**src/rtl/rs232_pkg.sv**
```systemverilog
// Shared constants and state encoding for the RS232 link.
// The transmitter and receiver both use these, so their bit timing always matches.
package rs232_pkg;

    // One bit lasts BAUD_CNT_MAX+1 clock cycles: 50 MHz / 9600 baud.
    localparam logic [12:0] BAUD_CNT_MAX = 13'd5207;
    localparam logic [3:0]  DATA_BITS    = 4'd8;

    typedef enum logic [1:0] {
        IDLE  = 2'd0,
        START = 2'd1,
        DATA  = 2'd2,
        STOP  = 2'd3
    } tx_state_t;

endpackage

```
**src/rtl/rs232_baud_cnt.sv**
```systemverilog
// Bit-period counter. It runs while enable is high and is held at zero otherwise.
// bit_end marks the last cycle of each bit period.
module rs232_baud_cnt #(
    parameter logic [12:0] BAUD_CNT_MAX = 13'd5207
) (
    input  logic sys_clk,
    input  logic sys_rst,
    input  logic enable,
    output logic bit_end
);

    logic [12:0] baud_cnt;

    assign bit_end = enable && (baud_cnt == BAUD_CNT_MAX);

    // NOTE: sequential state uses non-blocking (<=) so every flop samples pre-edge values.
    always_ff @(posedge sys_clk) begin
        if (sys_rst) begin
            baud_cnt <= '0;
        end else if (!enable || bit_end) begin
            baud_cnt <= '0;
        end else begin
            baud_cnt <= baud_cnt + 13'd1;
        end
    end

endmodule

```
**src/rtl/rs232_tx.sv**
```systemverilog
// RS232 8N1 transmitter. A one-byte holding register feeds a shift register,
// so a byte written during a frame follows it with no idle gap.
module rs232_tx
    import rs232_pkg::*;
#(
    parameter logic [12:0] BAUD_CNT_MAX = rs232_pkg::BAUD_CNT_MAX
) (
    input  logic       sys_clk,
    input  logic       sys_rst,
    input  logic [7:0] tx_data,
    input  logic       tx_wr,
    output logic       tx,
    output logic       flag_txe,
    output logic       tx_busy,
    output logic       tx_done
);

    tx_state_t  state,     state_nxt;
    logic [7:0] hold_reg,  hold_reg_nxt;
    logic       hold_full, hold_full_nxt;
    logic [7:0] shift_reg, shift_reg_nxt;
    logic [3:0] bit_cnt,   bit_cnt_nxt;
    logic       tx_nxt;
    logic       bit_end;
    logic       wr_accept;
    logic       load;

    rs232_baud_cnt #(
        .BAUD_CNT_MAX (BAUD_CNT_MAX)
    ) u_baud_cnt (
        .sys_clk (sys_clk),
        .sys_rst (sys_rst),
        .enable  (state != IDLE),
        .bit_end (bit_end)
    );

    assign flag_txe  = ~hold_full;
    assign tx_busy   = (state != IDLE);
    assign wr_accept = tx_wr && flag_txe;

    // NOTE: every signal written here gets a default first, so no path can infer a latch.
    always_comb begin
        state_nxt     = state;
        hold_reg_nxt  = hold_reg;
        hold_full_nxt = hold_full;
        shift_reg_nxt = shift_reg;
        bit_cnt_nxt   = bit_cnt;
        tx_nxt        = tx;
        tx_done       = 1'b0;
        load          = 1'b0;

        unique case (state)
            IDLE: begin
                tx_nxt = 1'b1;
                load   = hold_full;
            end
            START: begin
                if (bit_end) begin
                    state_nxt   = DATA;
                    bit_cnt_nxt = '0;
                    tx_nxt      = shift_reg[0];
                end
            end
            DATA: begin
                if (bit_end) begin
                    shift_reg_nxt = {1'b0, shift_reg[7:1]};
                    bit_cnt_nxt   = bit_cnt + 4'd1;
                    if (bit_cnt == DATA_BITS - 4'd1) begin
                        state_nxt = STOP;
                        tx_nxt    = 1'b1;
                    end else begin
                        tx_nxt = shift_reg[1];
                    end
                end
            end
            STOP: begin
                if (bit_end) begin
                    tx_done   = 1'b1;
                    state_nxt = IDLE;
                    load      = hold_full;
                end
            end
            default: state_nxt = IDLE;
        endcase

        // A pending byte moves into the shifter and its start bit begins next cycle.
        if (load) begin
            shift_reg_nxt = hold_reg;
            hold_full_nxt = 1'b0;
            state_nxt     = START;
            tx_nxt        = 1'b0;
        end

        // wr_accept needs hold_full low and load needs it high, so they never coincide.
        if (wr_accept) begin
            hold_reg_nxt  = tx_data;
            hold_full_nxt = 1'b1;
        end
    end

    always_ff @(posedge sys_clk) begin
        if (sys_rst) begin
            // NOTE: the data registers are reset too, so a frame aborted by reset leaves nothing behind.
            state     <= IDLE;
            hold_reg  <= '0;
            hold_full <= 1'b0;
            shift_reg <= '0;
            bit_cnt   <= '0;
            tx        <= 1'b1;
        end else begin
            state     <= state_nxt;
            hold_reg  <= hold_reg_nxt;
            hold_full <= hold_full_nxt;
            shift_reg <= shift_reg_nxt;
            bit_cnt   <= bit_cnt_nxt;
            tx        <= tx_nxt;
        end
    end

endmodule

```
**config.mk**
```make
export PLATFORM = sky130hd
export DESIGN_NAME = rs232_tx
export DESIGN_NICKNAME = d
export VERILOG_FILES = /design/src/rtl/rs232_pkg.sv /design/src/rtl/rs232_baud_cnt.sv /design/src/rtl/rs232_tx.sv
export SDC_FILE = /design/constraint.sdc
export NUM_CORES = 1
export LEC_CHECK = 0
export CAP_MARGIN = 20
export CORE_UTILIZATION = 60
export CTS_BUF_LIST = sky130_fd_sc_hd__clkbuf_8
export DETAILED_ROUTE_END_ITERATION = 10
export PLACE_DENSITY = 0.82
export SLEW_MARGIN = 20
export SYNTH_ARGS = -nofsm -noshare
export SYNTH_HDL_FRONTEND = slang
export SYNTH_SLANG_ARGS = --single-unit
```
**constraint.sdc**
```tcl
create_clock -name sys_clk -period 1.9 [get_ports sys_clk]
set_input_delay 0.38 -clock sys_clk [delete_from_list [all_inputs] [get_ports sys_clk]]
set_output_delay 0.38 -clock sys_clk [all_outputs]
set_load 0.1 [all_outputs]
```
# == After elaboration in Yosys (flattened, before gate mapping) ==
# Index checks and enable logic that the tools add are counted.
# Widths: inputs -> output; s select.
# classes
add_sub_neg,2
n_eq_ne,13
mux,23
bitwise,1
reduce_logical,20
# ops
cell,count
$mux 8,3
$add 13x1->13 const B,1
$eq 13x13->1 const B,1
$mux 1,10
$reduce_and 5->1,2
$reduce_bool 2->1,5
$ne 3x2->1 const B,3
$mux 2,4
$mux 4,2
$pmux 4 s2,1
$reduce_bool 4->1,2
$ne 2x1->1 const B,3
$pmux 2 s3,1
$reduce_and 3->1,2
$add 4x1->4 const B,1
$eq 2x2->1 const B,2
$eq 4x3->1 const B,1
$reduce_or 2->1,2
$ne 3x3->1 const B,1
$pmux 1 s3,1
$reduce_bool 3->1,1
$eq 2x1->1 const B,1
$logic_and 1x1->1,2
$logic_not 2->1,1
6 further kinds,6
# word_totals
ff_bits,37
inputBits,11
output_inout_bits,4

# == Depth between registers and ports, before layout ==
# logic_depth
word_depth,6
mapped_depth,7

# == By module ==
# Synthesis repeated with hierarchy kept, for this count alone.
# hier_totals
cells_unflattened,205
hier_area_um2,1883.1
# by_module_without_submodules
mod,n_inst,cells_per_inst,area_per_inst_um2,seq_area_each_um2
rs232_tx,1,133,1157.4,480.5
rs232_baud_cnt,1,72,725.7,260.2

# == Worst setup path after synthesis ==
# Ideal clock, no wire load.
# synth_timing
path_type,reg2out
startpoint,reg state[0]
endpoint,out tx_done
t_arrival_ps,2559
required_time_ps,1520
setup_slack_ps,-1039
path_stages_with_launch,6
n_path_buf,0
cell_sequence,dfxtp_1 -> inv_1 -> ha_1 -> inv_1 -> and4_2 -> and2_1
# synth_between
elab_chain_cells,4
elab_cells_between_ends,5
classes_between,1 x eq/ne; 2 x mux; 2 x reduce/logical
# synth_lines
item,line_no,rtl
from (decl),rs232_tx.sv:18,"tx_state_t state, state_nxt;"
from (signal assigned),rs232_tx.sv:111,state <= state_nxt;
$reduce_bool 2->1,n/a,
via tx_busy,rs232_tx.sv:14,"output logic tx_busy,"
$logic_and 1x1->1,rs232_baud_cnt.sv:14,assign bit_end = enable && (baud_cnt == BAUD_CNT_MAX);
$mux 1,rs232_tx.sv:77,if (bit_end) begin
$mux 1,rs232_tx.sv:52,unique case (state)
to (decl),rs232_tx.sv:15,output logic tx_done
# The timed path passes the listed nets, and every way through them passes these cells.

# == Worst setup path in the final report ==
# layout_timing
startpoint,reg u_baud_cnt.baud_cnt[9]
endpoint,out tx_done
# layout_between
elab_chain_cells,4
# layout_lines
item,line_no,rtl
from (decl),rs232_baud_cnt.sv:12,logic [12:0] baud_cnt;
from (signal assigned),rs232_baud_cnt.sv:23,baud_cnt <= baud_cnt + 13'd1;
$eq 13x13->1,rs232_baud_cnt.sv:14,
$logic_and 1x1->1,rs232_baud_cnt.sv:14,
$mux 1,rs232_tx.sv:77,
$mux 1,rs232_tx.sv:52,
# Every way passes these cells.

==> results summary <==
The final critical delay including setup and external delays came out at 1.96 ns. Yosys printed 0 warnings. The worst setup path is captured at a primary output. The final reports fail on DRC, setup timing. The global-route wire length before repair is 7460 um.

The initial standard-cell utilization of the core came out at 65.4%. The power per standard cell area came out at 1230 nW/um^2. In the routed design, unresolved DRC markers number 1.

The number of hold-slack violations in the final timing report is 0. Dividing the synthesized area by the synthesized cell count gives 9.03 sq um. The antenna diode count came out at 0. The total nets after synthesis came out at 224. For this block, the routed nets add up to 4660 um of wire. The data arrival time at the worst-slack endpoint came out at 1.58 ns. The clock insertion delay at the later pin of the skew report came out at 0.29 ns. The max-cap violation count came out at 0. 15 I/O pins were placed. Counting flops with a built-in enable in the synthesized netlist gives 0. In this run the tool buffered the top-level ports with 14 buffer cells. The leading register cell type out of synthesis is sky130_fd_sc_hd__dfxtp_1. The largest fanout of any net on the critical path is 2. The fraction of registers with async set or reset after synthesis came out at 0%. The global-route layer with the greatest usage is met2. The total count of max-transition violations in the final report is 0. The register with the most flip-flops in the layout has 13 of them. Based on the critical path, the design can be clocked at up to 510 MHz. For this block, the initial DRC count from the detailed router was 84. The CTS tree is done.

Yosys mapped the design onto 40 distinct sky130hd cell types. Clock-pin slew was measured on the worst setup and hold paths at 0.07 ns. Setup repair after global routing could not meet its margin everywhere. The initial antenna violation count is 0.

The worst setup slack for register-to-register paths came out at 0.04 ns. The number of synthesized register bits is 37. Synthesis produced a netlist whose cell count is 205. The first-pass iteration count of the detailed router is 7.

Dividing the final minimum period by the clock period gives 103%. The worst setup path is launched from a register. The type of the worst setup path is reg2out. Entering global routing, the biggest net connects 19 pins. The chip width came out at 57.5 um. The weighted congestion at the end of routability-driven global placement is 0.865. The TritonCTS sink count came out at 37.

In this run the tightest slew margin relative to its limit is 66.9%. The number of buffers on the longest clock path is 2. The total standard cell area after synthesis is 1850 sq um. The synthesis-to-layout area growth is 25.6%. The number of vias in the routed layout came out at 1,639. The met3 layer usage reported by global route came out at 5.22%. The number of nets in the final layout came out at 255. The part of the Yosys area used for sequential elements is 40.0%. The global router's overall resource usage is 29.9%. At the placement stage, the worst setup path has a slack of 0.0730 ns.

On the final layout, the worst clock skew is 0.00488 ns. The average via count per standard cell is 6.12. For this run the aggregate overflow at the end of global routing stands at 0. The met2 track utilization from global routing is 53.5%. The worst setup margin came out at -0.0607 ns. The total area inside the core boundary comes to 2830 sq um. The utilization after layout came out at 82.1%.

In this run the clock root is driven by a sky130_fd_sc_hd__clkbuf_8. The static power due to leakage came out at 0.000889 uW. The worst voltage drop across the vdd grid came out at 0.987 mV. The CTS buffer count came out at 5. The sum of net half-perimeters after detailed placement came out at 2910 um. The number of H-tree levels came out at 2.

The area of the die is 3310 sq um. After clock tree synthesis, the flow added hold-fix buffers numbering 0. The via count of the first global-routing pass came out at 1,645. The slew at the pin closest to its max-slew limit is 0.496 ns. The flow ran to the end, but the final reports show violations. The min-delay analysis places its worst path in the category reg2reg. The required time of the critical path came out at 1.52 ns. The proportion of layout cells with a drive suffix above 1 is 21.5%. The final setup violation count came out at 1. The met1 layer usage reported by global route came out at 33.9%. After detailed routing, the average wire length per cell comes to 17.4 um. The count of antenna-violating nets left after detailed routing is 0. Row generation in the floorplan step produced 19 rows.

The floorplan step set the die height to 57.5 um.
==> area by class of cell <==
| cell class | instances | area, sq um |
|---|---|---|
| repair buffers | 33 | 310 |
| multi-input cells | 152 | 1070 |
| clock inverters | 2 | 33.8 |
| clock buffers | 6 | 82.6 |
| well taps | 31 | 38.8 |
| inverters | 7 | 30.0 |
| flip-flops and latches | 37 | 754 |
| fillers | 178 | 505 |
==> report_power, final <==
group | switching [uW] | internal (uW) | total, uW
sequential | 83.9 | 886 | 970
clock | 272 | 422 | 695
combinational | 722 | 462 | 1180
==> layout by cell type, fill, tap and decap left out, types with 3 or more instances in the layout <==
cell / n
sky130_fd_sc_hd__a211oi_1: 3
sky130_fd_sc_hd__a21oi_1: 4
sky130_fd_sc_hd__a311oi_1: 5
sky130_fd_sc_hd__and4_4: 3
sky130_fd_sc_hd__buf_12: 3
sky130_fd_sc_hd__buf_4: 20
sky130_fd_sc_hd__clkbuf_8: 6
sky130_fd_sc_hd__clkdlybuf4s50_1: 10
sky130_fd_sc_hd__dfxtp_1: 32
sky130_fd_sc_hd__dfxtp_4: 3
sky130_fd_sc_hd__ha_1: 7
sky130_fd_sc_hd__inv_1: 5
sky130_fd_sc_hd__mux2i_1: 8
sky130_fd_sc_hd__nand2_1: 18
sky130_fd_sc_hd__nand2b_1: 3
sky130_fd_sc_hd__nand3_1: 5
sky130_fd_sc_hd__nand4_1: 4
sky130_fd_sc_hd__nor2_1: 26
sky130_fd_sc_hd__nor2b_1: 7
sky130_fd_sc_hd__nor3_1: 12
sky130_fd_sc_hd__o21ai_0: 7
sky130_fd_sc_hd__xnor2_1: 6
sky130_fd_sc_hd__xor2_1: 5
==> Yosys cell counts, types with 2 or more instances <==
cell	number	share of area [%]
sky130_fd_sc_hd__a311oi_1	5	2.4
sky130_fd_sc_hd__nand2b_1	3	1.0
sky130_fd_sc_hd__o211a_1	2	1.1
sky130_fd_sc_hd__a211oi_1	3	1.2
sky130_fd_sc_hd__mux2i_1	8	4.3
sky130_fd_sc_hd__and4_2	3	1.6
sky130_fd_sc_hd__xnor2_1	6	2.8
sky130_fd_sc_hd__nor2_1	26	5.3
sky130_fd_sc_hd__nand3_1	5	1.4
sky130_fd_sc_hd__nor4b_4	2	2.6
sky130_fd_sc_hd__nor4_1	2	0.68
sky130_fd_sc_hd__nand2_1	18	3.7
sky130_fd_sc_hd__nor2b_1	7	2.4
sky130_fd_sc_hd__and2_1	3	1.0
sky130_fd_sc_hd__dfxtp_1	37	40
sky130_fd_sc_hd__and4_1	2	0.95
sky130_fd_sc_hd__xor2_1	5	2.4
sky130_fd_sc_hd__clkbuf_1	8	1.6
sky130_fd_sc_hd__o31ai_1	2	0.81
sky130_fd_sc_hd__inv_1	7	1.4
sky130_fd_sc_hd__o21ai_0	7	1.9
sky130_fd_sc_hd__nand4_1	4	1.4
sky130_fd_sc_hd__a2bb2oi_1	2	0.95
sky130_fd_sc_hd__nor3_1	12	3.2
sky130_fd_sc_hd__a21oi_1	4	1.1
sky130_fd_sc_hd__ha_1	8	5.4
==> layer usage <==
layer	routed length [um]	share of wire (%)
met5	0	0
met4	142	3.0
met3	134	2.9
met2	2410	52
met1	1980	42
==> stage by stage <==
step | setup TNS [ns] | instance area (sq um) | total power (uW) | hold WS (ns) | std cells
floorplan | -0.273 | 1870 | 1760 | 0.430 | 205
global placement | 0 | 2140 | 2030 | 0.458 | 254
detailed placement | 0 | 2140 | 2070 | 0.468 | 254
CTS | -0.0483 | 2320 | 2800 | 0.489 | 268
global route | -0.146 | 2320 | 2950 | 0.520 | 268
finish | -0.0607 | 2320 | 2850 | 0.494 | 268
==> worst paths after layout <==
| path | start | endpoint | cells past startpoint |
|---|---|---|---|
| max | u_baud_cnt.baud_cnt[9] | tx_done | 5 |
| min | shift_reg[3] | shift_reg[3] | 2 |
| max reg2reg | u_baud_cnt.baud_cnt[9] | state[1] | 6 |
| min reg2reg | shift_reg[3] | shift_reg[3] | 2 |
==> worst max-delay path, stage by stage, from the launching register on <==
cell	delay (ns)
sky130_fd_sc_hd__dfxtp_4	0.35
sky130_fd_sc_hd__nor4b_4	0.27
sky130_fd_sc_hd__buf_4	0.15
sky130_fd_sc_hd__and4_4	0.20
sky130_fd_sc_hd__and2_4	0.15
sky130_fd_sc_hd__buf_12	0.16
==> cell families after synthesis <==
family | after synthesis | synth area share (%)
AO/OA/AOI/OAI | 33 | 13.9
XOR/XNOR | 11 | 5.21
adder cells (fa/ha/maj) | 8 | 5.41
buffers and inverters | 16 | 3.31
flip-flops | 37 | 40.0
multiplexers | 8 | 4.33
AND/OR/NAND/NOR | 92 | 27.8
==> timing repair <==
item                                    CTS  global route
gates resized for setup                   8             2
endpoints found under the setup margin    1             3
pin swaps                                 2             1
setup buffers                             6             0
(Power assumes the default switching activity.)
